### src/rtl/con2d_stream_driver.sv
// con2d_stream_driver: streams one WIDTH x WIDTH frame into Con2D, appends flush beats,
// and tracks window/pipeline validity until the last convolution result.
module con2d_stream_driver #(
    parameter int DATA_WIDTH = 32,
    parameter int WIDTH      = 7,
    parameter int PIPE_DEPTH = 4
) (
    input  logic                  clk,
    input  logic                  rst,
    input  logic                  start,
    input  logic [DATA_WIDTH-1:0] s_data,
    input  logic                  s_valid,
    output logic                  s_ready,
    output logic [DATA_WIDTH-1:0] o_data,
    output logic                  o_valid,
    output logic [31:0]           counter_col,
    output logic [31:0]           counter_row,
    output logic                  valid_in_pipeline2D,
    output logic [PIPE_DEPTH-1:0] valid_pipeline2D,
    output logic                  conv_valid,
    output logic                  busy,
    output logic                  frame_done
);
    localparam int N    = WIDTH * WIDTH;
    localparam int LAST = N + WIDTH;
    localparam int CW   = $clog2(LAST + 2);

    typedef enum logic [1:0] {IDLE, STREAM, FLUSH, DRAIN} state_t;
    state_t state, state_n;

    logic [CW-1:0] beat_cnt, col_n, row_n, col_q, row_q, idx_q, res_cnt;
    logic accept, issue, done_now;

    assign s_ready     = state == STREAM;
    assign busy        = state != IDLE;
    assign conv_valid  = valid_pipeline2D[PIPE_DEPTH-1];
    assign counter_col = 32'(col_q);
    assign counter_row = 32'(row_q);

    always_comb begin
        state_n  = state;
        accept   = s_ready && s_valid;
        issue    = accept || state == FLUSH;
        done_now = conv_valid && res_cnt == CW'(N - 1);
        case (state)
            IDLE:    state_n = start ? STREAM : IDLE;
            STREAM:  state_n = (accept && beat_cnt == CW'(N - 1)) ? FLUSH : STREAM;
            FLUSH:   state_n = (beat_cnt == CW'(LAST)) ? DRAIN : FLUSH;
            default: state_n = done_now ? IDLE : DRAIN;
        endcase
    end

    always_ff @(posedge clk) begin
        if (!rst) begin
            state               <= IDLE;
            beat_cnt            <= '0;
            col_n               <= '0;
            row_n               <= '0;
            col_q               <= '0;
            row_q               <= '0;
            idx_q               <= '0;
            res_cnt             <= '0;
            o_data              <= '0;
            o_valid             <= 1'b0;
            valid_in_pipeline2D <= 1'b0;
            valid_pipeline2D    <= '0;
            frame_done          <= 1'b0;
        end else begin
            state <= state_n;
            if (state == IDLE) begin
                beat_cnt <= '0;
                col_n    <= '0;
                row_n    <= '0;
            end else if (issue) begin
                // flush beats carry zeros but keep the raster position advancing
                o_data   <= accept ? s_data : '0;
                col_q    <= col_n;
                row_q    <= row_n;
                idx_q    <= beat_cnt;
                beat_cnt <= beat_cnt + CW'(1);
                col_n    <= (col_n == CW'(WIDTH - 1)) ? '0 : col_n + CW'(1);
                row_n    <= (col_n == CW'(WIDTH - 1)) ? row_n + CW'(1) : row_n;
            end
            o_valid             <= issue;
            valid_in_pipeline2D <= o_valid && idx_q >= CW'(WIDTH + 1);
            valid_pipeline2D    <= (valid_pipeline2D << 1) | PIPE_DEPTH'(valid_in_pipeline2D);
            res_cnt             <= done_now ? '0 : conv_valid ? res_cnt + CW'(1) : res_cnt;
            frame_done          <= done_now;
        end
    end
endmodule

### config.mk
export PLATFORM = sky130hd
export DESIGN_NAME = con2d_stream_driver
export DESIGN_NICKNAME = d
export VERILOG_FILES = /design/src/rtl/con2d_stream_driver.sv
export SDC_FILE = /design/constraint.sdc
export NUM_CORES = 1
export LEC_CHECK = 0
export ABC_CLOCK_PERIOD_IN_PS = 1700
export CORE_ASPECT_RATIO = 1.75
export CORE_UTILIZATION = 40
export CTS_BUF_LIST = sky130_fd_sc_hd__clkbuf_4 sky130_fd_sc_hd__clkbuf_8
export CTS_CLUSTER_DIAMETER = 40
export DETAILED_ROUTE_END_ITERATION = 10
export HOLD_SLACK_MARGIN = 0.15
export PLACE_DENSITY = 0.88
export SYNTH_ARGS = -nofsm -noshare
export SYNTH_HDL_FRONTEND = slang
export SYNTH_SLANG_ARGS = --single-unit
export TNS_END_PERCENT = 1
### constraint.sdc
create_clock -name clk -period 1.7 [get_ports clk]
set_input_delay 0.255 -clock clk [delete_from_list [all_inputs] [get_ports clk]]
set_output_delay 0.255 -clock clk [all_outputs]
set_load 0.005 [all_outputs]
==> results of run 1 <==
[synth_stat cells (all sizes together)]
cell type  count  area share (%)
dfxtp         80              47
buf           65              14
nand2         38             4.1
a22o          32             8.1
nor2          31             3.9
a21oi         23             3.3
xor2          12             3.1
o21ai          9             1.3
clkbuf         8            0.87
ha             7             2.5
inv            6            0.65
o2111ai        6             2.0
and2           5            0.91
a22oi          4            0.87
nand4          4            0.73
or3            4            0.73
mux2i          3            0.87
nand3          3            0.44
a211oi         2            0.44
and3           2            0.36
nor3b          2            0.44
or2            2            0.36
xnor2          2            0.51
and2b          1            0.22
and3b          1            0.36
and4b          1            0.29
clkinv         1            0.11
conb           1            0.11
nor2b          1            0.18
nor4b          1            0.69
nor4bb         1            0.29
o211ai         1            0.36
o311a          1            0.29
[stage by stage]
| stage | hold WS, ns | instance area [um2] | setup WS [ns] | util [%] | total power [uW] |
|---|---|---|---|---|---|
| final | 0.4578 | 4567 | 0.08365 | 54.94 | 3760 |
| after CTS | 0.4616 | 4551 | 0.01906 | 54.74 | 3798 |
| after detailed placement | 0.4430 | 4333 | -0.2163 | 52.12 | 2333 |
| after floorplan | 0.3876 | 3633 | 0.1361 | - | 2217 |
| after global placement | 0.4391 | 4333 | -0.1598 | 52.12 | 2323 |
| after global routing | 0.4704 | 4567 | 0.006583 | 54.94 | 3889 |
[final cells by class]
class / instances / area share (%)
tap: 115 / 3.151
clock inverter: 2 / 0.8219
multi-input combinational: 251 / 32.99
sequential: 80 / 35.15
inverter: 7 / 0.5753
timing repair buffer: 110 / 23.53
clock buffer: 13 / 3.781
[per-layer routing]
layer | part of all wire (%) | up-vias | track usage, %
met5 | 0 | - | 0
met4 | 2.9 | 0 | 9.343
met3 | 6.5 | 16 | 4.045
met2 | 54 | 128 | 31.01
met1 | 37 | 1286 | 17.53
li1 | - | 1321 | -
[power groups by stage]
stage	logic, uW	registers (uW)	clock network [uW]
global placement	346	1980	0
floorplan	239	1980	0
detailed placement	356	1980	0
CTS	358	1930	1510
finish	359	1930	1470
global route	392	1940	1560
[worst register-to-register path, stage by stage (launching register included)]
cell	delay, ns
dfxtp_1	0.32
inv_1	0.06
ha_1	0.14
nor4b_4	0.17
buf_4	0.18
o2111ai_4	0.13
or3_4	0.40
a21oi_2	0.14
[sequential cells by signal, summed over array words and instances, names as in the netlist]
register	flops
beat_cnt	6
col_n	6
col_q	6
frame_done	1
idx_q	3
o_data	32
o_valid	1
res_cnt	6
row_n	6
row_q	6
state	2
valid_in_pipeline2D	1
valid_pipeline2D	4
[cells by family (layout without fill, tap and decap cells)]
group | count (synthesis) | after routing | synth area share [%]
AOI/OAI and AO/OA | 78 | 78 | 16.79
xor gates and xnor gates | 14 | 14 | 3.562
adders and majority gates | 7 | 7 | 2.544
buffers and inverters | 80 | 132 | 15.59
DFF | 80 | 80 | 46.53
muxes | 3 | 3 | 0.8724
other | 1 | 52 | 0.1089
and+or+nand+nor | 97 | 97 | 13.99
[cells in the final DEF, fill, tap and decap left out, types with 2 or more instances in the layout]
master | netlist | final
xor2_1 | 12 | 12
or3_1 | 4 | 3
dlygate4sd2_1 | 0 | 2
ha_1 | 7 | 7
o21ai_0 | 6 | 5
o2111ai_1 | 5 | 5
nor2_1 | 30 | 30
mux2i_1 | 3 | 3
xnor2_1 | 2 | 2
conb_1 | 1 | 52
nand2_1 | 38 | 38
a22o_1 | 32 | 32
and3_1 | 2 | 2
dfxtp_2 | 0 | 3
o21ai_1 | 3 | 4
and2_1 | 5 | 5
buf_12 | 0 | 2
a21oi_1 | 23 | 22
nand4_1 | 4 | 4
a22oi_1 | 4 | 4
nand3_1 | 3 | 3
inv_1 | 6 | 6
clkbuf_8 | 0 | 12
nor3b_1 | 2 | 2
clkdlybuf4s50_1 | 0 | 87
a211oi_1 | 2 | 2
buf_4 | 55 | 18
dfxtp_1 | 80 | 77
[path summary, 6_finish.rpt]
| path | slack [ns] | to | startpoint |
|---|---|---|---|
| hold / removal | 0.46 | valid_pipeline2D[0] | valid_in_pipeline2D |
| hold reg to reg | 0.46 | valid_pipeline2D[0] | valid_in_pipeline2D |
| setup reg to reg | 0.08 | row_n[5] | col_n[0] |
| setup / recovery | 0.08 | row_n[5] | col_n[0] |
[repair_timing]
item / CTS / global route
setup buffers: 0 / 1
endpoints found under the setup margin: 4 / 2
gates resized for setup: 7 / 3
==> qor.csv, run 1 <==
stage,metric,value,unit
outcome,run status,"finished, final reports clean",
layout,area of the multi-input gates,0.001506,mm2
cts,Post-CTS Hold Fix Bufs,0,
worst_setup_path,crit path max fanout,3,
power,Combinational Power Share,9.6,%
worst_setup_path,required time worst endpoint,1.99,ns
job,max-cap viol count,0,
layout,FF+latch area,0.001605,mm2
worst_setup_path,crit path capture type,register,
yosys,register area share after synthesis,46.53,%
floorplan,Vert. Die Dim,124.7,um
floorplan,full die area,0.008994,mm2
floorplan,core footprint,0.008313,mm2
place,I/O Buffers,89,
layout,Syn-to-layout area delta,32.68,%
grt,vias in the first global route,2578,
layout,layout cell share with drive strength beyond 1,10.15,%
floorplan,initial core utilization,41.41,%
detailed_routing,number of remaining DRC errors,0,
grt,gr ovfl total,0,
place,placed cell count,562,
layout,Post-layout nets,502,
cts,Clock Latency Late Sink,0.36,ns
power,Sw Ratio,22.34,%
cts,CTS Buf Count,9,
power,NetSw,839.9,uW
power,Pwr per Cell Area,823.3,mW/mm2
cts,clk slew on worst S/H paths,0.07,ns
grt,initial antenna violation count,0,
yosys,syn_area_per_cell,9.561,um2
detailed_routing,drt pass-1 iters,4,
detailed_routing,final wirelength,7529,um
worst_setup_path,Buf/Inv on CP,2,
cts,Clock Sinks,80,
cts,CTS max path bufs,2,
place,Placer Congestion,0.7901,
worst_setup_path,slowest CP cell,or3_4,
power,worst IR drop on VDD,0.3771,mV
timing,clock skew,0.01558,ns
yosys,Netlist cell types,39,
timing,fin crit share,95.08,%
worst_setup_path,crit-path cells,inv_1 > ha_1 > nor4b_4 > buf_4 > o2111ai_4 > or3_4 > a21oi_2,
detailed_routing,per-cell routed wire length,13.03,um
cts,CTS tree,yes,
place,Final HPWL DP,5721,um
layout,number of diodes,0,
yosys,Synth Instances,360,
timing,post-layout min period,1.616,ns
cts,total number of H-tree levels,3,
worst_hold_path,min-delay worst type,register to register,
yosys,post-synthesis cell area,0.003442,mm2
timing,"Slew Viols, Final",0,
timing,Final Setup Violations,0,
power,P_int,2920,uW
grt,Total Routing Usage GR,17.18,%
worst_setup_path,Levels on crit path,7,
detailed_routing,Antenna Nets Post-Route,0,
worst_setup_path,cell family with most CP delay,simple AND/OR/NAND/NOR gates,
worst_hold_path,worst hold stages,1,
floorplan,Die W,72.12,um
grt,first-pass GRT wire length,11900,um
power,sequential share of power,51.5,%
detailed_routing,routed vias,2751,
detailed_routing,initial drt markers,112,
grt,largest net degree at the start of global routing,29,
timing,setup TNS,0,ns
power,leakage,0.001799,uW
layout,# fillers,729,
worst_setup_path,Worst EP arrival,1.91,ns
floorplan,I/O pin cnt,142,
timing,RSZ-0062 raised after global routing,no,
worst_setup_path,"Largest stage delay, worst path",0.40,ns
timing,f_max,618.7,MHz
worst_setup_path,Crit Path Class,register to register,
floorplan,Cell Rows,44,
detailed_routing,Vias/cell,4.760,
cts,Root Driver,clkbuf_8,
yosys,Ys Warns,0,
layout,Non-Filler Instances,578,
worst_setup_path,R2R cell count,7,
yosys,number of synthesized register bits,80,
power,Clock Power Share,39.0,%
worst_setup_path,startpoint types,register,
timing,Final Hold Vio Count,0,
No activity file was read; power rests on OpenSTA's default activity.
==> run 2: changes to the inputs <==
- CORE_MARGIN: not set -> 8
==> run 2 against run 1 <==
  * Utilization down 1.2 points
  * First-iteration DRC count down 9.8%
  * Final area barely moved
  * Via count shrank 0.73%
  * Worst hold slack got worse by 0.0021 ns
  * Setup slack improved by 0.045 ns
  * Critical path type unchanged
  * Highest routed layer unchanged
  * Critical path depth shrank 1
==> qor.csv, run 2 (synthesis results as in run 1) <==
stage,metric,value,unit,change
outcome,run status,"finished, final reports clean",,
cts,CTS resizes,6,,-1
job,max-cap viol count,0,,unchanged
timing,setup TNS,0,ns,unchanged
timing,f_max,636.4,MHz,+2.9%
layout,Finished Core Util,53.70,%,-1.2 points
cts,Clock Sinks,80,,unchanged
grt,gr ovfl total,0,,unchanged
timing,post-layout min period,1.571,ns,-0.04503 ns
cts,CTS Buf Count,9,,unchanged
cts,total number of H-tree levels,3,,unchanged
timing,fin crit share,92.43,%,-2.6 points
place,dpl cell area,0.004353,mm2,+0.46%
layout,Non-Filler Instances,582,,+0.69%
place,placed cell count,568,,+1.1%
cts,Root Driver,clkbuf_8,,
power,leakage,0.001810,uW,+0.63%
grt,first-pass GRT wire length,13370,um,+12%
place,Placer Congestion,0.8186,,+3.6%
grt,Total Routing Usage GR,14.19,%,-3.0 points
layout,most frequent cells in the layout,"clkdlybuf4s50_1, dfxtp_1, conb_1",,
floorplan,core footprint,0.008502,mm2,+2.3%
floorplan,full die area,0.01195,mm2,+33%
detailed_routing,drt pass-1 iters,4,,unchanged
detailed_routing,initial drt markers,101,,-9.8%
floorplan,initial core utilization,40.49,%,-0.92 points
floorplan,Vert. Die Dim,138.7,um,+11%
cts,Post-CTS Hold Fix Bufs,0,,unchanged
layout,number of diodes,0,,unchanged
detailed_routing,Vias/cell,4.692,,-1.4%
cts,CTS tree,yes,,
layout,max FFs per register,32,,unchanged
worst_setup_path,Worst EP arrival,1.86,ns,-0.05 ns
detailed_routing,routed vias,2731,,-0.73%
detailed_routing,final wirelength,8380,um,+11%
layout,"most common cell after layout, fill and taps aside",clkdlybuf4s50_1,,
floorplan,Die W,86.12,um,+19%
detailed_routing,per-cell routed wire length,14.40,um,+11%
timing,RSZ-0062 raised after global routing,no,,
timing,Final Hold Vio Count,0,,unchanged
cts,postcts setup bufs,0,,unchanged
worst_setup_path,Crit Path Class,register to register,,
worst_hold_path,min-delay worst type,register to register,,
layout,design area,0.004566,mm2,about the same
layout,Biggest register,o_data,,
timing,clock skew,0.009872,ns,-0.005711 ns
layout,layout cell share with drive strength beyond 1,9.892,%,-0.26 points
detailed_routing,Antenna Nets Post-Route,0,,unchanged
power,worst IR drop on VDD,0.3901,mV,+3.4%
worst_setup_path,crit path max fanout,3,,unchanged
grt,largest net degree at the start of global routing,29,,unchanged
cts,Clock Latency Late Sink,0.35,ns,about the same
cts,clk slew on worst S/H paths,0.08,ns,about the same
floorplan,Cell Rows,45,,+2.3%
cts,CTS max path bufs,2,,unchanged
floorplan,I/O pin cnt,142,,unchanged
layout,Post-layout nets,505,,+0.60%
detailed_routing,number of remaining DRC errors,0,,unchanged
worst_setup_path,startpoint types,register,,
timing,Final Setup Violations,0,,unchanged
timing,hold slack,0.4558,ns,-0.002065 ns
layout,# fillers,709,,-2.7%
timing,"Slew Viols, Final",0,,unchanged
grt,vias in the first global route,2803,,+8.7%
worst_setup_path,required time worst endpoint,1.99,ns,about the same
grt,initial antenna violation count,0,,unchanged
worst_setup_path,crit path capture type,register,,
power,Pwr per Cell Area,829.8,mW/mm2,+0.79%
place,Final HPWL DP,6481,um,+13%
layout,Syn-to-layout area delta,32.64,%,about the same
place,I/O Buffers,89,,unchanged
run 2: report_power, final:
part,switching [uW],total [uW],leakage (uW),internal (uW)
Sequential,22.1,1930,0.000649,1910
Combinational,165,366,0.00105,201
Clock,644,1490,0.000108,845
Total,830,3790,0.00181,2960
run 2: final cells by class:
cell class / instances / area [um2] / share of cell area, %
Sequential cell: 80 / 1605 / 35.16
Clock inverter: 4 / 70.07 / 1.535
Multi-Input combinational cell: 251 / 1495 / 32.75
Tap cell: 117 / 146.4 / 3.206
Clock buffer: 10 / 137.6 / 3.015
Inverter: 7 / 26.28 / 0.5755
Timing Repair Buffer: 113 / 1085 / 23.76
run 2: worst paths after layout:
check	startpoint	endpoint	slack [ns]	cells past startpoint
min reg2reg	row_q[5]	row_q[5]	0.46	2
min	row_q[5]	row_q[5]	0.46	2
max	col_n[0]	row_n[4]	0.13	6
max reg2reg	col_n[0]	row_n[4]	0.13	6
run 2: stage by stage:
step / setup WS, ns / total power (uW)
6_report: 0.1287 / 3788
5_1_grt: 0.01173 / 3947
4_1_cts: 0.1048 / 3816
3_5_place_dp: -0.1800 / 2339
3_3_place_gp: -0.1674 / 2330
2_1_floorplan: 0.1361 / 2217
run 2: worst max-delay path: stages (launching register included):
cell	delay, ns
dfxtp_1	0.32
inv_1	0.05
ha_1	0.14
nor4b_4	0.31
o211ai_2	0.17
or3_1	0.37
a21oi_1	0.15
run 2: per-layer routing:
layer  share of wire [%]  track usage [%]  vias up
met5                   0                0        -
met4                 2.6            7.435        0
met2                  50            25.11      120
li1                    -                -     1323
met3                 8.9            5.519       15
met1                  38            13.54     1273
==> run 3: changes to the inputs <==
- CTS_BUF_LIST: sky130_fd_sc_hd__clkbuf_4 sky130_fd_sc_hd__clkbuf_8 -> sky130_fd_sc_hd__clkbuf_4
==> run 3 against run 2 <==
  * Sequential power about the same
  * Critical path depth unchanged
  * Count of clock-buffer cells in the layout down 1
  * Non-clock buffer count unchanged
  * Flip-flop and latch count unchanged
  * Combinational power about the same
  * Clock skew up 0.0020 ns
  * First-iteration DRC count down 3.0%
  * Setup slack worse by 0.021 ns
  * Utilization down 0.72 points
  * Critical endpoint unchanged
==> qor.csv, run 3 (synthesis results as in run 1) <==
stage,metric,value,unit,change
outcome,run status,"finished, final reports clean",,
detailed_routing,Vias/cell,4.696,,about the same
grt,initial antenna violation count,1,,+1
worst_setup_path,startpoint types,register,,
layout,Non-Filler Instances,583,,+0.17%
worst_setup_path,Crit Path Class,register to register,,
cts,CTS max path bufs,2,,unchanged
cts,CTS tree,yes,,
grt,Total Routing Usage GR,13.85,%,-0.34 points
detailed_routing,per-cell routed wire length,14.19,um,-1.5%
cts,Clock Latency Late Sink,0.41,ns,+0.06 ns
timing,Setup WS post-layout,0.1076,ns,-0.02105 ns
cts,Post-CTS Hold Fix Bufs,0,,unchanged
layout,"most common cell after layout, fill and taps aside",clkdlybuf4s50_1,,
worst_setup_path,Worst EP arrival,1.95,ns,+0.09 ns
layout,Biggest register,o_data,,
grt,gr ovfl total,0,,unchanged
worst_setup_path,required time worst endpoint,2.05,ns,+0.06 ns
timing,Final Setup Violations,0,,unchanged
place,Post-Place Setup Slack,-0.1800,ns,unchanged
detailed_routing,final wirelength,8272,um,-1.3%
grt,largest net degree at the start of global routing,29,,unchanged
detailed_routing,number of remaining DRC errors,0,,unchanged
timing,clock skew,0.01189,ns,+0.002016 ns
place,I/O Buffers,89,,unchanged
grt,vias in the first global route,2815,,+0.43%
worst_setup_path,crit path max fanout,3,,unchanged
timing,post-layout min period,1.592,ns,+0.02105 ns
layout,Syn-to-layout area delta,30.86,%,
place,Final HPWL DP,6481,um,unchanged
detailed_routing,routed vias,2738,,+0.26%
layout,most frequent cells in the layout,"clkdlybuf4s50_1, dfxtp_1, conb_1",,
detailed_routing,Antenna Nets Post-Route,0,,unchanged
cts,total number of H-tree levels,3,,unchanged
place,Placer Congestion,0.8186,,unchanged
timing,f_max,628.0,MHz,-1.3%
grt,first-pass GRT wire length,13250,um,-0.88%
floorplan,I/O pin cnt,142,,unchanged
floorplan,Cell Rows,45,,unchanged
layout,# fillers,722,,+1.8%
cts,CTS Buf Count,9,,unchanged
detailed_routing,initial drt markers,98,,-3.0%
cts,Root Driver,clkbuf_4,,
place,placed cell count,568,,unchanged
layout,layout cell share with drive strength beyond 1,9.677,%,-0.22 points
power,Pwr per Cell Area,768.4,mW/mm2,-7.4%
cts,clk slew on worst S/H paths,0.12,ns,+0.04 ns
floorplan,Die W,86.12,um,unchanged
worst_setup_path,crit path capture type,register,,
worst_hold_path,min-delay worst type,primary input to register,,
power,worst IR drop on VDD,0.3067,mV,-21%
detailed_routing,drt pass-1 iters,4,,unchanged
cts,Clock Sinks,80,,unchanged
timing,Final Hold Vio Count,0,,unchanged
floorplan,full die area,0.01195,mm2,unchanged
floorplan,core footprint,0.008502,mm2,unchanged
timing,"Slew Viols, Final",0,,unchanged
layout,max FFs per register,32,,unchanged
timing,RSZ-0062 raised after global routing,no,,
power,leakage,0.001781,uW,-1.6%
floorplan,Vert. Die Dim,138.7,um,unchanged
job,max-cap viol count,0,,unchanged
floorplan,initial core utilization,40.49,%,unchanged
layout,Post-layout nets,505,,unchanged
timing,fin crit share,93.67,%,+1.2 points
run 3: path summary, 6_finish.rpt:
kind / from / end / slack (ns) / depth (start not counted)
worst max-delay path: col_n[0] / row_n[4] / 0.11 / 6
worst min-delay path: s_data[9] / o_data[9] / 0.43 / 2
worst max register to register: col_n[0] / row_n[4] / 0.11 / 6
worst min register to register: col_q[4] / col_q[4] / 0.46 / 2
run 3: layout make-up:
cell class                      count  area (um2)  share of cell area, %
Tap cell                          117       146.4                  3.250
Antenna cell                        1       2.502                0.05556
Inverter                            7       26.28                 0.5833
Multi-Input combinational cell    251        1495                  33.19
Clock buffer                        9       67.56                  1.500
Timing Repair Buffer              113        1085                  24.08
Sequential cell                    80        1608                  35.69
Clock inverter                      5       73.82                  1.639
run 3: power breakdown:
part / internal [uW] / leakage, uW / total (uW) / switching [uW]
Clock: 572 / 0.0000791 / 1160 / 591
Sequential: 1910 / 0.000649 / 1930 / 21.9
Combinational: 201 / 0.00105 / 366 / 164
Total: 2680 / 0.00178 / 3460 / 778
run 3: critical path: stages (launching register included):
cell and delay (ns):
dfxtp_1 0.33, inv_1 0.05, ha_1 0.13, nor4b_4 0.31, o211ai_2 0.17, or3_1 0.38, a21oi_1 0.16
run 3: metal layers:
layer	GRT usage, %	routed length [um]	vias up
met5	0	0	-
met2	24.95	4210	124
met4	6.506	161	0
li1	-	-	1329
met3	4.985	784	10
met1	13.37	3115	1275
run 3: timing repair:
action                     in CTS  in global routing
gates resized for setup         5                  2
pin swaps                       0                  0
setup endpoints to repair       4                  3
setup buffers                   0                  0
run 3: per-stage QoR:
step	area, um2	TNS (ns)	power [uW]	utilization, %	hold WS (ns)
finish	4504	0	3461	52.98	0.4320
detailed placement	4353	-6.765	2339	51.20	0.4478
CTS	4496	0	3508	52.88	0.4016
global route	4504	0	3630	52.98	0.3966
floorplan	3633	0	2217	-	0.3876
global placement	4353	-6.431	2330	51.20	0.4417
